==> config.mk <==
export PLATFORM = sky130hd
export DESIGN_NAME = vga_sync_to_count
export DESIGN_NICKNAME = d
export VERILOG_FILES = /design/src/rtl/vga_sync_to_count.sv
export SDC_FILE = /design/constraint.sdc
export NUM_CORES = 1
export LEC_CHECK = 0
export BUFFER_PORTS_ARGS = -buffer_cell sky130_fd_sc_hd__buf_2
export CAP_MARGIN = 15
export CORE_MARGIN = 3
export CORE_UTILIZATION = 36
export CTS_BUF_LIST = sky130_fd_sc_hd__clkbuf_16
export CTS_CLUSTER_SIZE = 14
export DETAILED_ROUTE_END_ITERATION = 10
export HOLD_SLACK_MARGIN = 0.12
export PLACE_DENSITY = 0.58
export SETUP_SLACK_MARGIN = 0.05
export SYNTH_ARGS = -nofsm -noshare
export SYNTH_HDL_FRONTEND = slang
export SYNTH_SLANG_ARGS = --single-unit
==> constraint.sdc <==
create_clock -name i_Clk -period 2.4 [get_ports i_Clk]
set_input_delay 0.72 -clock i_Clk [delete_from_list [all_inputs] [get_ports i_Clk]]
set_output_delay 0.72 -clock i_Clk [all_outputs]
set_load 0.02 [all_outputs]
==> src/rtl/vga_sync_to_count.sv <==
// vga_sync_to_count
// Rebuilds column/row counters from a porch-adjusted Hsync/Vsync stream.
// A rising edge on Vsync marks the start of a frame. Each frame's length is
// checked against the expected raster. Lock is reported once two consecutive
// frames agree. While locked, the counters flywheel across a limited number
// of missing Vsync edges.
//
// Ports:
//   i_Clk          pixel clock, all logic on the rising edge
//   i_Reset        synchronous active-high reset
//   i_Hsync        incoming horizontal sync (low = pulse)
//   i_Vsync        incoming vertical sync (low = pulse)
//   o_Hsync        i_Hsync delayed one clock, aligned to the counts
//   o_Vsync        i_Vsync delayed one clock, aligned to the counts
//   o_Col_Count    recovered column, 0..TOTAL_COLS-1
//   o_Row_Count    recovered row, 0..TOTAL_ROWS-1
//   o_Frame_Start  one-clock pulse in the cycle the counts read (0,0)
//   o_Locked       high while the recovery is LOCKED
//   o_Sync_Err     one-clock pulse on frame-length mismatch or missed Vsync
module vga_sync_to_count #(
    parameter int TOTAL_COLS = 800,
    parameter int TOTAL_ROWS = 525,
    parameter int MISS_LIMIT = 2
) (
    input  logic       i_Clk,
    input  logic       i_Reset,
    input  logic       i_Hsync,
    input  logic       i_Vsync,
    output logic       o_Hsync,
    output logic       o_Vsync,
    output logic [9:0] o_Col_Count,
    output logic [9:0] o_Row_Count,
    output logic       o_Frame_Start,
    output logic       o_Locked,
    output logic       o_Sync_Err
);

    localparam logic [9:0] COL_LAST = 10'(TOTAL_COLS - 1);
    localparam logic [9:0] ROW_LAST = 10'(TOTAL_ROWS - 1);
    localparam logic [3:0] MISS_MAX = 4'(MISS_LIMIT);

    typedef enum logic [1:0] {
        UNLOCKED = 2'd0,
        ACQUIRE  = 2'd1,
        LOCKED   = 2'd2
    } state_t;

    state_t     state, state_nxt;
    logic       prev_vsync;
    logic [2:0] miss, miss_nxt;
    logic [3:0] miss_inc;
    logic [9:0] col, row, col_nxt, row_nxt, col_adv, row_adv;
    logic       vsync_rise, line_end, frame_end;
    logic       frame_start_nxt, sync_err_nxt;

    // prev_vsync resets high, so a Vsync already high at reset release
    // is not taken as a frame start.
    assign vsync_rise = i_Vsync & ~prev_vsync;
    assign line_end   = (col == COL_LAST);
    assign frame_end  = line_end && (row == ROW_LAST);
    assign miss_inc   = {1'b0, miss} + 4'd1;

    // Free-running raster advance, used whenever no edge or wrap rule
    // overrides it.
    always_comb begin
        col_adv = line_end ? 10'd0 : col + 10'd1;
        row_adv = row;
        if (frame_end)
            row_adv = 10'd0;
        else if (line_end)
            row_adv = row + 10'd1;
    end

    always_comb begin
        state_nxt       = state;
        miss_nxt        = miss;
        col_nxt         = col_adv;
        row_nxt         = row_adv;
        frame_start_nxt = 1'b0;
        sync_err_nxt    = 1'b0;
        case (state)
            UNLOCKED: begin
                col_nxt = 10'd0;
                row_nxt = 10'd0;
                if (vsync_rise) begin
                    state_nxt       = ACQUIRE;
                    frame_start_nxt = 1'b1;
                end
            end
            ACQUIRE, LOCKED: begin
                // A Vsync edge wins over the natural wrap in the same cycle.
                if (vsync_rise) begin
                    col_nxt         = 10'd0;
                    row_nxt         = 10'd0;
                    frame_start_nxt = 1'b1;
                    if (frame_end) begin
                        state_nxt = LOCKED;
                        miss_nxt  = 3'd0;
                    end else begin
                        state_nxt    = ACQUIRE;
                        sync_err_nxt = 1'b1;
                    end
                end else if (frame_end) begin
                    // The frame ran out with no Vsync edge. Counts already
                    // wrap to (0,0) through the advance logic.
                    sync_err_nxt = 1'b1;
                    if (state == LOCKED && miss_inc < MISS_MAX) begin
                        miss_nxt        = miss_inc[2:0];
                        frame_start_nxt = 1'b1;
                    end else begin
                        state_nxt = UNLOCKED;
                        miss_nxt  = 3'd0;
                    end
                end
            end
            default: begin
                state_nxt = UNLOCKED;
                col_nxt   = 10'd0;
                row_nxt   = 10'd0;
            end
        endcase
    end

    always_ff @(posedge i_Clk) begin
        if (i_Reset) begin
            state         <= UNLOCKED;
            miss          <= 3'd0;
            prev_vsync    <= 1'b1;
            col           <= 10'd0;
            row           <= 10'd0;
            o_Hsync       <= 1'b1;
            o_Vsync       <= 1'b1;
            o_Frame_Start <= 1'b0;
            o_Locked      <= 1'b0;
            o_Sync_Err    <= 1'b0;
        end else begin
            state         <= state_nxt;
            miss          <= miss_nxt;
            prev_vsync    <= i_Vsync;
            col           <= col_nxt;
            row           <= row_nxt;
            o_Hsync       <= i_Hsync;
            o_Vsync       <= i_Vsync;
            o_Frame_Start <= frame_start_nxt;
            o_Locked      <= (state_nxt == LOCKED);
            o_Sync_Err    <= sync_err_nxt;
        end
    end

    assign o_Col_Count = col;
    assign o_Row_Count = row;

endmodule

==> impl_metrics.toml, run 1 <==
[floorplan]
fp.dieH_um = 69.72
die_x_um = 69.72
ios = 29
row_count = 22
initial_core_util_pct = 38.47
die_area_sq_um = 4860
coreArea_sq_um = 3799

[placement]
io_buffers = 28
post-dp-hpwl_um = 2325
routabilityCongestion = 0.8686

[route]
postRouteAntennaNets = 0
vias = 1277
wl_met2_um = 1532
routed_wl_um = 3218
wl_met1_um = 1452
dr.pass1.iters = 4
wl_met3_um = 185
drt_first_iter_violations = 86
top_layer = "met4"
via_per_inst = 5.149
wl_per_cell_um = 12.98
drc_errors = 0

[pwr]
p_comb_share_pct = 2.9
peakVddDrop_mv = 0.3098
leakagePower_nw = 0.7504
seqPwrFrac_pct = 45.1
totalPowerFinal_mw = 1.117
p_int_uw = 887.1
clockPowerShare_pct = 52.0
switching_share_pct = 20.56
power.net_switching_uw = 229.6
p_per_area_nw_per_um2 = 619.8

[status]
status = "finished, final reports clean"

[min_path]
hp-class = "reg -> reg"

[setup_path]
critPathKind = "reg -> reg"
arrival_ns = 2.10
required_ns = 2.55
cp_max_fo = 10
cp-end-kind = "flop"
start_kind = "flop"
cp_cell_sequence = "inv_1, ha_1, nand4_1, nor4_1, nand2_1, ha_1, nand2_1, nor2_1"
slowest_stage = "nor4_1"
critical-path-max-stage-delay_ns = 0.38

[sta]
clock_skew_ns = 0.007449
slew_headroom_pct = 72.84
period_minus_slack_ns = 1.955
rsz0062_at_grt = "false"
setup_viol_count_final = 0
hold_violations = 0
clock.fmax_mhz = 511.4
timing.setup.tns_ns = 0
slew_viol_final = 0
worstMarginPinSlew_ns = 0.4065
fin_crit_sh_pct = 81.48

[cts]
cts_made_buffers = 5
clkSinkCount = 30
cts_setup_buffers = 0
cts.clk_slew.worst_paths_ns = 0.05
hold_buffers = 0
clock_latency_ns = 0.27
htreeDepth = 2
root_buffer = "clkbuf_16"
cts_tree = "yes"
clock_path_buffers = 2
cts_resized = 0

[yosys]
syn_area_per_cell_sq_um = 8.911
seq_area_frac_synth_pct = 41.10
yosysTopAreaCell = "dfxtp_1"
synth_fp_nets = 176
synth-async-reset-ratio_pct = 0
yosysMostFrequentCell = "dfxtp_1"
yosysWarnings = 0
synth_common_cells = "dfxtp_1, nor2_1, nand2_1"
synth_area_sq_um = 1461
synth.top_cell.area_share_pct = 41.10
synth_area_leaders = "dfxtp_1, ha_1, nor2_1"
synth_edf_count = 0
ys_dominant_reg_cell = "dfxtp_1"
ys_types = 38
synthCells = 164
ys_ff_latch = 30

[global_routing]
grtUsageTotal_pct = 13.66
grt_pass1_wl_um = 5395
grt_pass1_vias = 1226
grt_max_degree = 11
grt_overflow_total = 0
antenna_found_initial = 0

[layout]
drive_gt1_share_pct = 23.00
diodes = 0
fin_nets = 211
fillers = 375
area_delta_synth_final_pct = 23.29

[run]
drv_cap = 0
cell families after synthesis:
logic type / Yosys count / share of synthesized area, %
simple gates: 87 / 34.42
flops: 30 / 41.10
compound gates: 16 / 6.507
xor+xnor: 15 / 8.990
buf+inv: 8 / 2.140
fa+ha+maj: 8 / 6.850
placed cells by master (no fill, tap or decap), types with 2 or more instances in the layout:
| cell type | n |
|---|---|
| dfxtp_1 | 30 |
| buf_2 | 28 |
| nor2_1 | 21 |
| nand2_1 | 14 |
| xnor2_1 | 8 |
| ha_1 | 8 |
| inv_1 | 7 |
| and3_1 | 7 |
| a21oi_1 | 7 |
| xor2_1 | 7 |
| or3_1 | 6 |
| nand3_1 | 6 |
| clkbuf_16 | 5 |
| nand4_1 | 4 |
| or2_2 | 3 |
| nor4_1 | 3 |
| nor3b_1 | 3 |
| nor3_2 | 3 |
| o21ai_0 | 3 |
| nor2b_1 | 2 |
| clkinv_1 | 2 |
| and2_1 | 2 |
| nand4b_1 | 2 |
| or4_1 | 2 |
sequential cells by signal (all words and copies together) (netlist names):
| register | flops |
|---|---|
| o_Frame_Start | 1 |
| state | 2 |
| prev_vsync | 1 |
| miss | 3 |
| o_Sync_Err | 1 |
| o_Hsync | 1 |
| o_Col_Count | 10 |
| o_Locked | 1 |
| o_Row_Count | 10 |
layer usage:
layer	track usage (%)	vias up
met2	23.09	40
met5	0	-
met4	5.745	0
met1	16.11	583
li1	-	647
met3	3.913	7
critical path: cells and delay by family (launching register included):
family	cells	cell delay, ns
adders and majority gates	2	0.36
buffers and inverters	1	0.10
DFF	1	0.34
and+or+nand+nor	5	1.03
power groups by stage:
stage	registers [mW]	clock network (mW)	logic (mW)
after floorplan	0.517	0	0.0176
after global placement	0.514	0	0.0311
after detailed placement	0.514	0	0.0324
after CTS	0.504	0.589	0.0326
after global routing	0.504	0.619	0.0362
final	0.504	0.580	0.0325
metrics by stage:
stage	utilization, %	setup slack [ns]	cells	hold WS (ns)	area (sq um)
6_report	47.43	0.4445	248	0.4645	1802
5_1_grt	47.43	0.2269	248	0.5126	1802
4_1_cts	47.43	0.4294	248	0.4677	1802
3_5_place_dp	43.81	0.2217	240	0.4563	1664
3_3_place_gp	43.81	0.3484	240	0.4436	1664
2_1_floorplan	-	0.5175	164	0.4630	1461
final cells by class:
cell class | count | area, sq um | area share (%)
Tap cell | 48 | 60.06 | 3.333
Timing Repair Buffer | 29 | 147.6 | 8.194
Sequential cell | 30 | 600.6 | 33.33
Multi-Input combinational cell | 126 | 829.5 | 46.04
Clock inverter | 3 | 12.51 | 0.6944
Clock buffer | 5 | 125.1 | 6.944
Inverter | 7 | 26.28 | 1.458
worst paths after layout:
check        slack, ns            from  depth (start not counted)             end
max               0.44  o_Row_Count[0]                          8  o_Row_Count[4]
min               0.46  o_Col_Count[0]                          1  o_Col_Count[0]
max reg2reg       0.44  o_Row_Count[0]                          8  o_Row_Count[4]
min reg2reg       0.46  o_Col_Count[0]                          1  o_Col_Count[0]
(Power assumes the default switching activity.)
==> run 2: changes to the inputs <==
Settings changed: PLACE_DENSITY 0.58 to 0.6.
Clock period 2.4 ns to 1.7 ns, I/O delays scaled along.
==> run 2 against run 1 <==
Compared with the run above: die area stayed put; final cell count up 11%; count of clock-buffer cells in the layout unchanged; flip-flop and latch count unchanged; via count is 9.1% higher; global-route usage increased by 1.8 points; setup slack worse by 0.43 ns; core utilization increased by 13 points; total power up 43%; critical path depth is 3 lower; wire length grew 12%; largest power group unchanged.
==> impl_metrics.toml, run 2 (synthesized netlist as in run 1, its figures left out) <==
[floorplan]
die_area_sq_um = 4860
fp.dieH_um = 69.72
row_count = 22
initial_core_util_pct = 38.47
coreArea_sq_um = 3799
ios = 29
die_x_um = 69.72

[route]
drc_errors = 0
vias = 1393
via_per_inst = 5.047
postRouteAntennaNets = 0
dr.pass1.iters = 4
routed_wl_um = 3604
drt_first_iter_violations = 50
wl_per_cell_um = 13.06

[min_path]
hp-class = "in -> reg"
hold_depth = 2

[sta]
rsz0062_at_grt = "true"
setup_viol_count_final = 0
clock_skew_ns = 0.003914
slew_headroom_pct = 73.09
fin_crit_sh_pct = 98.94
period_minus_slack_ns = 1.682
hold_violations = 0
clock.fmax_mhz = 594.5
slew_viol_final = 0
worstMarginPinSlew_ns = 0.4028
timing.setup.tns_ns = 0

[setup_path]
critPathKind = "reg -> reg"
cp_max_fo = 3
start_kind = "flop"
cp_cell_sequence = "ha_4, or2_4, or3_4, or4_4, a22oi_2"
cp-end-kind = "flop"
required_ns = 1.90
arrival_ns = 1.88
reg2reg_depth = 5
slowest_stage = "or4_4"
critical-path-max-stage-delay_ns = 0.41

[layout]
final_util_pct = 60.11
drive_gt1_share_pct = 52.63
layout_commonest_cell = "buf_2"
fin_nets = 239
final_cell_mix = "buf_2, buf_4, dfxtp_1, nand2_1, nor2_1"
diodes = 0
area_delta_synth_final_pct = 56.25

[global_routing]
grt_overflow_total = 0
grt_pass1_wl_um = 5975
grtUsageTotal_pct = 15.51
antenna_found_initial = 0
grt_max_degree = 11
grt_pass1_vias = 1320

[status]
status = "finished, final reports clean"

[run]
drv_cap = 0

[placement]
routabilityCongestion = 0.8606
post-dp-hpwl_um = 2585
io_buffers = 28

[cts]
cts.clk_slew.worst_paths_ns = 0.05
cts_tree = "yes"
clock_latency_ns = 0.27
cts_made_buffers = 5
root_buffer = "clkbuf_16"
clkSinkCount = 30
clock_path_buffers = 2
htreeDepth = 2

[pwr]
p_per_area_nw_per_um2 = 697.9
leakagePower_nw = 0.9408
totalPowerFinal_mw = 1.594
peakVddDrop_mv = 0.4540
## run 2: changes by cell type in the layout (fill, tap and decap cells not counted), sizes merged
cell / change
buf: +27
clkbuf: +1
clkinv: +1
inv: -1
## run 2: what timing repair did
action                     in CTS  in global routing
pin swaps                       8                  7
hold buffers                    0                  0
setup endpoints to repair      15                 25
cloned                          0                  1
gates resized for setup        17                 29
setup buffers                   1                  3
## run 2: worst max-delay path: cells and delay by family, from the launching register on
kind                       cells  cell delay (ns)
DFF                            1             0.33
and+or+nand+nor                3             0.97
AOI/OAI and AO/OA              1             0.15
adders and majority gates      1             0.16
## run 2: metal layers
metal / share of wire [%] / track usage, %
met3: 3.7 / 4.638
met2: 49 / 26.27
met1: 45 / 17.11
met5: 0 / 0
met4: 1.9 / 8.936
## run 2: through the flow
step	instances	setup WS (ns)	hold WS, ns	cell area (sq um)
6_report	276	0.01800	0.4378	2283
5_1_grt	276	-0.03485	0.4478	2283
4_1_cts	272	0.02105	0.4308	2100
3_5_place_dp	263	-0.1225	0.4780	1889
3_3_place_gp	263	-0.09209	0.4745	1889
2_1_floorplan	164	0.04531	0.4630	1501
## run 2: power breakdown
group          total (mW)  internal [mW]  switching [mW]  leakage [nW]
registers           0.709          0.706         0.00309         0.250
logic              0.0765         0.0362          0.0403         0.625
clock network       0.808          0.524           0.284        0.0663
## run 2: layout make-up
cell class,count,area (sq um)
repair buffers,57,391.6
inverters,7,26.28
fillers,325,1515
flip-flops and latches,30,624.3
well taps,48,60.06
clock inverters,3,11.26
clock buffers,5,125.1
multi-input cells,126,1045
## run 2: path summary, 6_finish.rpt
check	slack, ns	from	end
setup reg to reg	0.02	state[1]	o_Locked
hold / removal	0.44	i_Hsync	o_Hsync
setup / recovery	0.02	state[1]	o_Locked
hold reg to reg	0.48	miss[2]	miss[2]
